[src/rtl/pipe_hazard_ctrl.sv]
// Stall/flush sequencer for the 5-stage pipeline: load-use interlock, EX redirect
// flush, multi-cycle DM wait with timeout abort, and stall/flush counters.
module pipe_hazard_ctrl #(
  parameter int MEM_TIMEOUT = 255,
  parameter int CNT_W       = 32
) (
  input  logic             clk,
  input  logic             rst,
  input  logic [4:0]       id_rs1,
  input  logic [4:0]       id_rs2,
  input  logic             id_rs1_used,
  input  logic             id_rs2_used,
  input  logic [4:0]       ex_rd,
  input  logic             ex_is_load,
  input  logic             ex_redirect,
  input  logic             dm_req,
  input  logic             dm_ready,
  output logic             pc_wen,
  output logic             if_id_wen,
  output logic             if_id_clear,
  output logic             id_ex_wen,
  output logic             id_ex_clear,
  output logic             ex_mem_wen,
  output logic             ex_mem_clear,
  output logic             mem_wb_wen,
  output logic             mem_wb_clear,
  output logic             trap_req,
  output logic [CNT_W-1:0] stall_cnt,
  output logic [CNT_W-1:0] flush_cnt,
  output logic [1:0]       dbg_state
);

  localparam int WC_W = $clog2(MEM_TIMEOUT + 1);

  typedef enum logic [1:0] {ST_RUN = 2'd0, ST_WAIT = 2'd1, ST_ABORT = 2'd2} state_t;

  state_t            state, state_nxt;
  logic [WC_W-1:0]   wait_cnt, wait_nxt;
  logic              mem_stall, load_use, use_run, flush_evt;

  assign mem_stall = dm_req & ~dm_ready;
  assign load_use  = ex_is_load & (ex_rd != 5'd0) &
                     ((id_rs1_used & (id_rs1 == ex_rd)) |
                      (id_rs2_used & (id_rs2 == ex_rd)));
  assign dbg_state = state;

  always_comb begin
    state_nxt    = state;
    wait_nxt     = wait_cnt;
    use_run      = 1'b0;
    flush_evt    = 1'b0;
    pc_wen       = 1'b1;
    if_id_wen    = 1'b1;
    if_id_clear  = 1'b0;
    id_ex_wen    = 1'b1;
    id_ex_clear  = 1'b0;
    ex_mem_wen   = 1'b1;
    ex_mem_clear = 1'b0;
    mem_wb_wen   = 1'b1;
    mem_wb_clear = 1'b0;
    trap_req     = 1'b0;

    case (state)
      ST_RUN: begin
        if (mem_stall) begin
          state_nxt = ST_WAIT;
          wait_nxt  = WC_W'(1);
        end else begin
          use_run = 1'b1;
        end
      end
      ST_WAIT: begin
        // A dropped request is treated as completion so the pipe cannot lock up.
        if (dm_ready || !dm_req) begin
          use_run   = 1'b1;
          state_nxt = ST_RUN;
          wait_nxt  = '0;
        end else if (wait_cnt == WC_W'(MEM_TIMEOUT - 1)) begin
          state_nxt = ST_ABORT;
          wait_nxt  = '0;
        end else begin
          wait_nxt = wait_cnt + WC_W'(1);
        end
      end
      ST_ABORT: begin
        trap_req     = 1'b1;
        if_id_clear  = 1'b1;
        id_ex_clear  = 1'b1;
        ex_mem_clear = 1'b1;
        mem_wb_clear = 1'b1;
        flush_evt    = 1'b1;
        state_nxt    = ST_RUN;
      end
      default: state_nxt = ST_RUN;
    endcase

    if (use_run) begin
      // Redirect squashes whatever the load-use interlock would have held.
      if (ex_redirect) begin
        if_id_clear = 1'b1;
        id_ex_clear = 1'b1;
        flush_evt   = 1'b1;
      end else if (load_use) begin
        pc_wen      = 1'b0;
        if_id_wen   = 1'b0;
        id_ex_clear = 1'b1;
      end
    end else if (state != ST_ABORT) begin
      pc_wen       = 1'b0;
      if_id_wen    = 1'b0;
      id_ex_wen    = 1'b0;
      ex_mem_wen   = 1'b0;
      mem_wb_clear = 1'b1;
    end

    if_id_wen  = if_id_wen  | if_id_clear;
    id_ex_wen  = id_ex_wen  | id_ex_clear;
    ex_mem_wen = ex_mem_wen | ex_mem_clear;
    mem_wb_wen = mem_wb_wen | mem_wb_clear;

    if (rst) begin
      pc_wen       = 1'b0;
      if_id_wen    = 1'b1;
      if_id_clear  = 1'b1;
      id_ex_wen    = 1'b1;
      id_ex_clear  = 1'b1;
      ex_mem_wen   = 1'b1;
      ex_mem_clear = 1'b1;
      mem_wb_wen   = 1'b1;
      mem_wb_clear = 1'b1;
      trap_req     = 1'b0;
      flush_evt    = 1'b0;
    end
  end

  always_ff @(posedge clk or posedge rst) begin
    if (rst) begin
      state     <= ST_RUN;
      wait_cnt  <= '0;
      stall_cnt <= '0;
      flush_cnt <= '0;
    end else begin
      state    <= state_nxt;
      wait_cnt <= wait_nxt;
      if (!pc_wen)   stall_cnt <= stall_cnt + CNT_W'(1);
      if (flush_evt) flush_cnt <= flush_cnt + CNT_W'(1);
    end
  end

endmodule

[config.mk]
export PLATFORM = sky130hd
export DESIGN_NAME = pipe_hazard_ctrl
export DESIGN_NICKNAME = d
export VERILOG_FILES = /design/src/rtl/pipe_hazard_ctrl.sv
export SDC_FILE = /design/constraint.sdc
export NUM_CORES = 1
export LEC_CHECK = 0
export CAP_MARGIN = 0
export CORE_MARGIN = 2
export CORE_UTILIZATION = 44
export CTS_CLUSTER_SIZE = 10
export DETAILED_ROUTE_END_ITERATION = 8
export PLACE_DENSITY = 0.79
export SLEW_MARGIN = 20
export SYNTH_ARGS = -nofsm -noshare
export SYNTH_HDL_FRONTEND = slang
export SYNTH_SLANG_ARGS = --single-unit
[constraint.sdc]
create_clock -name clk -period 2.38 [get_ports clk]
set_input_delay 0.357 -clock clk [delete_from_list [all_inputs] [get_ports clk]]
set_output_delay 0.357 -clock clk [all_outputs]
set_load 0.005 [all_outputs]
; Yosys cells after proc, flatten, opt, wreduce, memory -nomap -nowiden
; Index checks and enable logic that the tools add are counted.
[totals]
reg_bits = 74
[op_classes]
addsub = 3
n_eq_ne = 8
n_mux = 34
bitwise_logic = 10
n_reduce_logical = 7
[ops]
columns = cell, n
row1 = $add 32x1->32 const B, 2
row2 = $mux 1, 25
row3 = $mux 8, 3
row4 = $pmux 8 s2, 1
row5 = $eq 5x5->1, 2
row6 = $add 8x1->8 const B, 1
row7 = $eq 8x8->1 const B, 1
row8 = $mux 2, 3
row9 = $and 1x1->1, 5
row10 = $reduce_bool 5->1, 1
row11 = $ne 2x2->1 const B, 2
row12 = $or 1x1->1, 4
row13 = $pmux 2 s2, 1
row14 = $reduce_and 2->1, 2
row15 = $ne 3x3->1 const B, 1
row16 = $eq 2x1->1 const B, 1
row17 = $eq 2x2->1 const B, 1
row18 = $logic_not 2->1, 1
row19 = $pmux 1 s2, 1
row20 = $reduce_bool 2->1, 1
row21 = $logic_not 1->1, 1
row22 = $logic_or 1x1->1, 1
row23 = $not 1->1, 1

; Logic depth before layout (Yosys ltp)
; Gate-level depths: netlist of the first run.
[logic_depth]
ltp_word = 9
depth_mapped = 9

; Least setup slack after synthesis of the first run
; No wires, ideal clock.
[synth_path]
path_kind = input to register
start = input rst
end = register flush_cnt[18]
t_arrival_ns = 3.011
t_required_ns = 2.257
setup_slack_ns = -0.754
cell_stages = 6
n_path_buf = 1
cell_sequence = clkbuf_1 -> inv_1 -> and4b_1 -> and2_1 -> nand4_1 -> xnor2_1
[synth_via]
elab_chain_cells = 1
[synth_rtl]
columns = element, line
row1 = start: declaration, 8  ; input logic rst,
row2 = $mux 1, 121  ; if (rst) begin
row3 = end signal: assignment, 146  ; if (flush_evt) flush_cnt <= flush_cnt + CNT_W'(1);
row4 = end: declaration, 29  ; output logic [CNT_W-1:0] flush_cnt,
; Every way passes these cells.
; A chain may end at the register's enable or synchronous reset.

; Worst setup path after layout of the first run
[layout_path]
start = input id_rs1[3]
end = output if_id_wen
[layout_via]
elab_chain_cells = 9
[layout_rtl]
columns = element, line
row1 = start: declaration, 9  ; input logic [4:0] id_rs1,
row2 = $eq 5x5->1, 43  ; ((id_rs1_used & (id_rs1 == ex_rd)) |
row3 = $and 1x1->1, 43
row4 = $or 1x1->1, 43
row5 = $and 1x1->1, 42  ; assign load_use = ex_is_load & (ex_rd != 5'd0) &
row6 = $mux 1, 103  ; end else if (load_use) begin
row7 = $mux 1, 99  ; if (ex_redirect) begin
row8 = $mux 1, 97  ; if (use_run) begin
row9 = $or 1x1->1, 116  ; if_id_wen = if_id_wen | if_id_clear;
row10 = $mux 1, 121
row11 = end: declaration, 19  ; output logic if_id_wen,
; Every way passes these cells.

==> results of run 1 <==
flip-flops by register name (all words and copies together), names as in the netlist:
signal / cells
wait_cnt: 8
flush_cnt: 32
dbg_state: 2
stall_cnt: 32
logic make-up (layout without fill, tap and decap cells):
logic type | after synthesis | count (layout)
simple gates | 155 | 155
flops | 74 | 74
xor+xnor | 73 | 73
compound gates | 26 | 26
buf+inv | 20 | 151
fa+ha+maj | 4 | 4
other cells | 1 | 1
mux | 1 | 1
final cells by class:
class | instances | area share
clock buffer | 10 | 0.0241
multi-input combinational | 260 | 0.350
sequential | 74 | 0.350
clock inverter | 5 | 0.0196
inverter | 9 | 0.00709
tap | 105 | 0.0248
timing repair buffer | 127 | 0.225
cells in the final DEF, fill, tap and decap left out, types with 8 or more instances in the layout:
cell / netlist / layout
nand4_1: 17 / 17
clkdlybuf4s50_1: 0 / 89
clkbuf_8: 0 / 9
and3_1: 19 / 19
o21ai_0: 13 / 12
xnor2_1: 50 / 50
nand3_1: 28 / 25
xor2_1: 23 / 23
nand2_1: 33 / 31
dfrtp_1: 74 / 74
buf_4: 3 / 29
inv_1: 9 / 8
nor2_1: 19 / 18
layer usage:
layer | routed length [µm] | global-route usage | part of all wire | vias to the layer above
met4 | 201 | 0.0905 | 0.023 | 0
met1 | 3680 | 0.251 | 0.42 | 1491
met2 | 4430 | 0.337 | 0.50 | 96
met5 | 0 | 0 | 0 | -
met3 | 484 | 0.0419 | 0.055 | 20
li1 | - | - | - | 1478
stage by stage:
| stage | instances | hold WS (ns) |
|---|---|---|
| 6_report | 590 | 0.479 |
| 5_1_grt | 590 | 0.500 |
| 4_1_cts | 591 | 0.488 |
| 3_5_place_dp | 568 | 0.473 |
| 3_3_place_gp | 568 | 0.456 |
| 2_1_floorplan | 354 | 0.457 |
repair_timing:
item,CTS,global route
buffers inserted,9,0
pin swaps,6,8
hold buffers,0,0
endpoints found under the setup margin,3,34
resized for setup,18,11
final timing paths:
check | to | slack (ns) | depth (start not counted)
max reg2reg | stall_cnt[1]$_DFFE_PP0N_ | 0.42 | 8
min reg2reg | flush_cnt[31]$_DFFE_PP0P_ | 0.48 | 1
max in group asynchronous | flush_cnt[28]$_DFFE_PP0P_ | 0.97 | 4
min in group asynchronous | flush_cnt[2]$_DFFE_PP0P_ | 0.84 | 4
min | flush_cnt[31]$_DFFE_PP0P_ | 0.48 | 1
max | if_id_wen | 0.09 | 8
power groups by stage:
stage	sequential (mW)	combinational [mW]	clock [mW]
floorplan	1.52	0.263	0
global placement	1.53	0.618	0
detailed placement	1.54	0.634	0
CTS	1.52	0.649	1.18
global route	1.54	0.713	1.23
finish	1.52	0.647	1.15
worst max-delay path, delay by kind of cell:
kind / cells / cell delay, ns
buffers and inverters: 3 / 0.77
AOI/OAI and AO/OA: 2 / 0.42
xor gates and xnor gates: 1 / 0.22
and+or+nand+nor: 2 / 0.16
==> metrics.yaml, run 1 <==
outcome:
  outcome: "complete, no violations"
clock_tree:
  cts.root.buffer_cell: "clkbuf_8"
  cts_tree: "built"
  clock-sinks: 74
  cts_buffers: 9
  path_clk_slew_ns: 0.08
  clkLatencyLatePin_ns: 0.34
  cts_buffer_depth: 2
  htreeDepth: 3
logic_synthesis:
  synth_fp_nets: 381
  synth-seq-cells: 74
  ys_top_cells_by_count: "dfrtp_1 (74), xnor2_1 (50), nand2_1 (33)"
  ys_types: 49
  yosysWarnings: 0
  synth_top_area_frac: 0.501
  synthAdderAreaFrac: 0.0135
  synth_compound_area_frac: 0.0477
  synth_top_family_by_area: "simple AND/OR/NAND/NOR gates"
  synth_edf_count: 0
  synthArstFlopShare: 1.00
  synth_cells: 354
  ys_top_cells_by_area: "dfrtp_1 (50%), xnor2_1 (12%), xor2_1 (5.4%)"
  synth-simple-area-share: 0.235
  seq_area_frac_synth: 0.501
  synth_largest_area_cell: "dfrtp_1"
  synthMuxAreaShare: 0.00305
  synth_most_common_cell: "dfrtp_1"
  synthXorXnorAreaFrac: 0.173
  netlist_area_mm2: 0.00370
  avgSynthCellArea_um2: 10.4
  synth_flop_cell: "dfrtp_1"
place:
  pre_cts_slack_ns: -0.449
  hpwl_um: 6260
  dpl_cell_area_mm2: 0.00494
  gp_congestion: 0.791
  io_buffers: 97
floorplanning:
  start_util: 0.452
  rows: 33
  io_pins: 99
  die_area_mm2: 0.00915
  die_h_um: 95.7
  core_area_mm2: 0.00818
  die_w_um: 95.7
power:
  power_density_mw_per_mm2: 626
  p_switching_uw: 868
  cellLeakagePower_nw: 2.33
  seqPwrFrac: 0.458
  p_comb_frac: 0.195
  p_int_mw: 2.45
  switching_share: 0.262
  clkPwrFrac: 0.347
  vdd_drop_max_mv: 0.379
  p_total_mw: 3.31
sta:
  worst_slack_ns: 0.0852
  slew_violations: 0
  tns_ns: 0
  fin_crit_sh: 0.964
  slew_headroom: 0.402
  final_hold_viol_count: 0
  timing.fmax_mhz: 436
  finClkSkew_ns: 0.00883
  setup_viol: 0
  layout_min_cycle_time_ns: 2.29
  worstMarginPinSlew_ns: 0.897
critical_path:
  worstPathArrival_ns: 1.94
  crit_path_start: "id_rs1[3]"
  endpoint_kind: "output pin"
  cp_max_fo: 2
  worst-setup-path-type: "in -> out"
  cp-start-kind: "primary input"
  critPathRequiredTime_ns: 2.02
  cp_slowest_stage_delay_ns: 0.47
  timing.rr.start: "dbg_state[1]$_DFFE_PP0P_"
  cp_cell_sequence: "clkdlybuf4s50_1 -> xor2_1 -> nor4_2 -> a32oi_2 -> nor2_2 -> buf_4 -> o311ai_2 -> buf_2"
  cp_slowest_cell: "clkdlybuf4s50_1"
detailed_routing:
  drt_pass1_iterations: 4
  totalWireLength_um: 8800
  antenna_left: 0
  wl_per_cell_um: 14.9
  via_per_inst: 5.23
  drc: 0
  dr.first_iter.drc_count: 113
  vias: 3085
cells_and_area:
  multi_input_comb_area_mm2: 0.00185
  drive_above_1_share: 0.151
  area.growth.synth_to_final_pct: 43.2
  fill_cells: 648
  final_area_mm2: 0.00530
  postLayoutCoreUtil: 0.648
  nets: 508
  seq_area_mm2: 0.00185
  diodes: 0
job:
  cap_violations: 0
hold_path:
  hp-class: "reg -> reg"
  hp-start: "flush_cnt[31]$_DFFE_PP0P_"
global_route:
  antenna_found_initial: 0
  grt_first_pass_wirelength_um: 14300
  grt_pass1_vias: 3064
  grt_overflow_total: 0
  grt_use_total: 0.202
  grt_max_degree: 75
Note: power is estimated with default switching activity, not from simulation.
==> run 2: changes to the inputs <==
--- a/config.mk
+++ b/config.mk
@@ -10,7 +10,7 @@
 export CORE_UTILIZATION = 44
 export CTS_CLUSTER_SIZE = 10
 export DETAILED_ROUTE_END_ITERATION = 8
-export PLACE_DENSITY = 0.79
+export PLACE_DENSITY = 0.84
 export SLEW_MARGIN = 20
 export SYNTH_ARGS = -nofsm -noshare
 export SYNTH_HDL_FRONTEND = slang
==> metrics.yaml, run 2 (synthesized netlist as in run 1, its figures left out) <==
place:
  hpwl_um: 6560
  dpl_cell_area_mm2: 0.00492
  gp_congestion: 0.817
  dp_cells: 566
  io_buffers: 97
  pre_cts_slack_ns: -0.461
clock_tree:
  path_clk_slew_ns: 0.08
  cts_buffers: 9
  cts.root.buffer_cell: "clkbuf_8"
  htreeDepth: 3
  clkLatencyLatePin_ns: 0.35
  clock-sinks: 74
  cts_tree: "built"
  cts_buffer_depth: 2
cells_and_area:
  instances_no_fill: 583
  diodes: 0
  final_common_cell: "clkdlybuf4s50_1"
  postLayoutCoreUtil: 0.634
  top_regs: "flush_cnt (32), stall_cnt (32), wait_cnt (8)"
  nets: 500
  layout_common_cells: "clkdlybuf4s50_1 (89), dfrtp_1 (74), xnor2_1 (50)"
  area.growth.synth_to_final_pct: 40.1
  final_area_mm2: 0.00518
  drive_above_1_share: 0.130
power:
  clkPwrFrac: 0.335
  p_int_mw: 2.36
  cellLeakagePower_nw: 2.25
  seqPwrFrac: 0.470
  switching_share: 0.271
  p_comb_frac: 0.195
  vdd_drop_max_mv: 0.388
  p_switching_uw: 878
  power_density_mw_per_mm2: 625
sta:
  finClkSkew_ns: 0.0101
  layout_min_cycle_time_ns: 2.33
  slew_headroom: 0.392
  worst_slack_ns: 0.0510
  worstMarginPinSlew_ns: 0.912
  timing.fmax_mhz: 429
  fin_crit_sh: 0.979
  slew_violations: 0
  final_hold_viol_count: 0
  tns_ns: 0
  setup_viol: 0
critical_path:
  reg2reg_depth: 6
  cp_slowest_stage_delay_ns: 0.47
  rr_endpoint: "flush_cnt[31]$_DFFE_PP0P_"
  cp_max_fo: 2
  timing.rr.start: "dbg_state[1]$_DFFE_PP0P_"
  worst-setup-path-type: "in -> out"
  cp_cell_sequence: "clkdlybuf4s50_1 -> xor2_1 -> nor4_2 -> a32oi_1 -> nor2_1 -> o311ai_1 -> clkdlybuf4s15_2"
  worstPathArrival_ns: 1.97
  cp_slowest_cell: "clkdlybuf4s50_1"
  r2r_slack_ns: 0.41
  cp-start-kind: "primary input"
  endpoint_kind: "output pin"
  critPathRequiredTime_ns: 2.02
outcome:
  outcome: "complete, no violations"
detailed_routing:
  vias: 3140
  drt_pass1_iterations: 4
  totalWireLength_um: 8970
  antenna_left: 0
  wl_per_cell_um: 15.4
  via_per_inst: 5.39
  drc: 0
  dr.first_iter.drc_count: 139
floorplanning:
  io_pins: 99
  die_h_um: 95.7
  start_util: 0.452
  die_w_um: 95.7
  core_area_mm2: 0.00818
  rows: 33
  die_area_mm2: 0.00915
hold_path:
  hp-class: "reg -> reg"
  min_to: "flush_cnt[31]$_DFFE_PP0P_"
  hp-start: "flush_cnt[31]$_DFFE_PP0P_"
  hold_depth: 1
global_route:
  grt_max_degree: 75
  grt_first_pass_wirelength_um: 14700
  grt_overflow_total: 0
  antenna_found_initial: 0
  grt_use_total: 0.206
  grt_pass1_vias: 3098
job:
  cap_violations: 0
==> run 2: cell count changes in the layout (fill, tap and decap cells not counted), sizes merged <==
cell / delta
dlymetal6s2s: -2
buf: -9
clkinvlp: +1
dlygate4sd2: +2
bufinv: -1
clkbuf: +1
clkdlybuf4s15: +1
==> run 2: layer usage <==
| layer | GRT usage | part of all wire | vias up |
|---|---|---|---|
| li1 | - | - | 1472 |
| met1 | 0.254 | 0.42 | 1558 |
| met2 | 0.356 | 0.52 | 99 |
| met3 | 0.0395 | 0.051 | 11 |
| met4 | 0.0786 | 0.014 | 0 |
| met5 | 0 | 0 | - |
==> run 2: timing repair <==
item / CTS / global route
pin swaps: 6 / 1
hold buffers: 0 / 0
gates resized for setup: 19 / 3
setup buffers: 5 / 0
endpoints found under the setup margin: 3 / 17
==> run 2: final cells by class <==
cell class	count	area [µm²]
timing repair buffer	119	1130
clock inverter	5	77.6
multi-input combinational	260	1810
inverter	9	37.5
tap	105	131
clock buffer	11	141
fill	686	3000
sequential	74	1850
==> run 2: per-stage QoR <==
step | power (mW) | hold WS (ns)
after floorplan | 1.78 | 0.457
after global placement | 2.15 | 0.456
after detailed placement | 2.17 | 0.475
after CTS | 3.26 | 0.486
after global routing | 3.37 | 0.504
final | 3.24 | 0.480
==> run 2: power groups by stage <==
stage	sequential, mW	clock (mW)	combinational, mW
6_report	1.52	1.08	0.630
5_1_grt	1.54	1.14	0.688
4_1_cts	1.52	1.10	0.636
3_5_place_dp	1.54	0	0.632
3_3_place_gp	1.53	0	0.615
2_1_floorplan	1.52	0	0.263
==> run 2: how the worst max path moves through the flow <==
stage,start,end,slack [ns],depth (start not counted)
4_1_cts,id_rs2[3],pc_wen,0.05,8
2_1_floorplan,rst,flush_cnt[18]$_DFFE_PP0P_,-0.22,6
3_5_place_dp,ex_rd[2],if_id_wen,-0.46,6
3_3_place_gp,ex_rd[1],if_id_wen,-0.43,6
6_report,id_rs2[4],if_id_wen,0.05,7
5_1_grt,id_rs2[3],pc_wen,-0.03,8
==> run 2: critical path, delay by kind of cell <==
| family | cells | cell delay [ns] |
|---|---|---|
| XOR/XNOR | 1 | 0.19 |
| buffers and inverters | 2 | 0.72 |
| AO/OA/AOI/OAI | 2 | 0.53 |
| AND/OR/NAND/NOR | 2 | 0.17 |
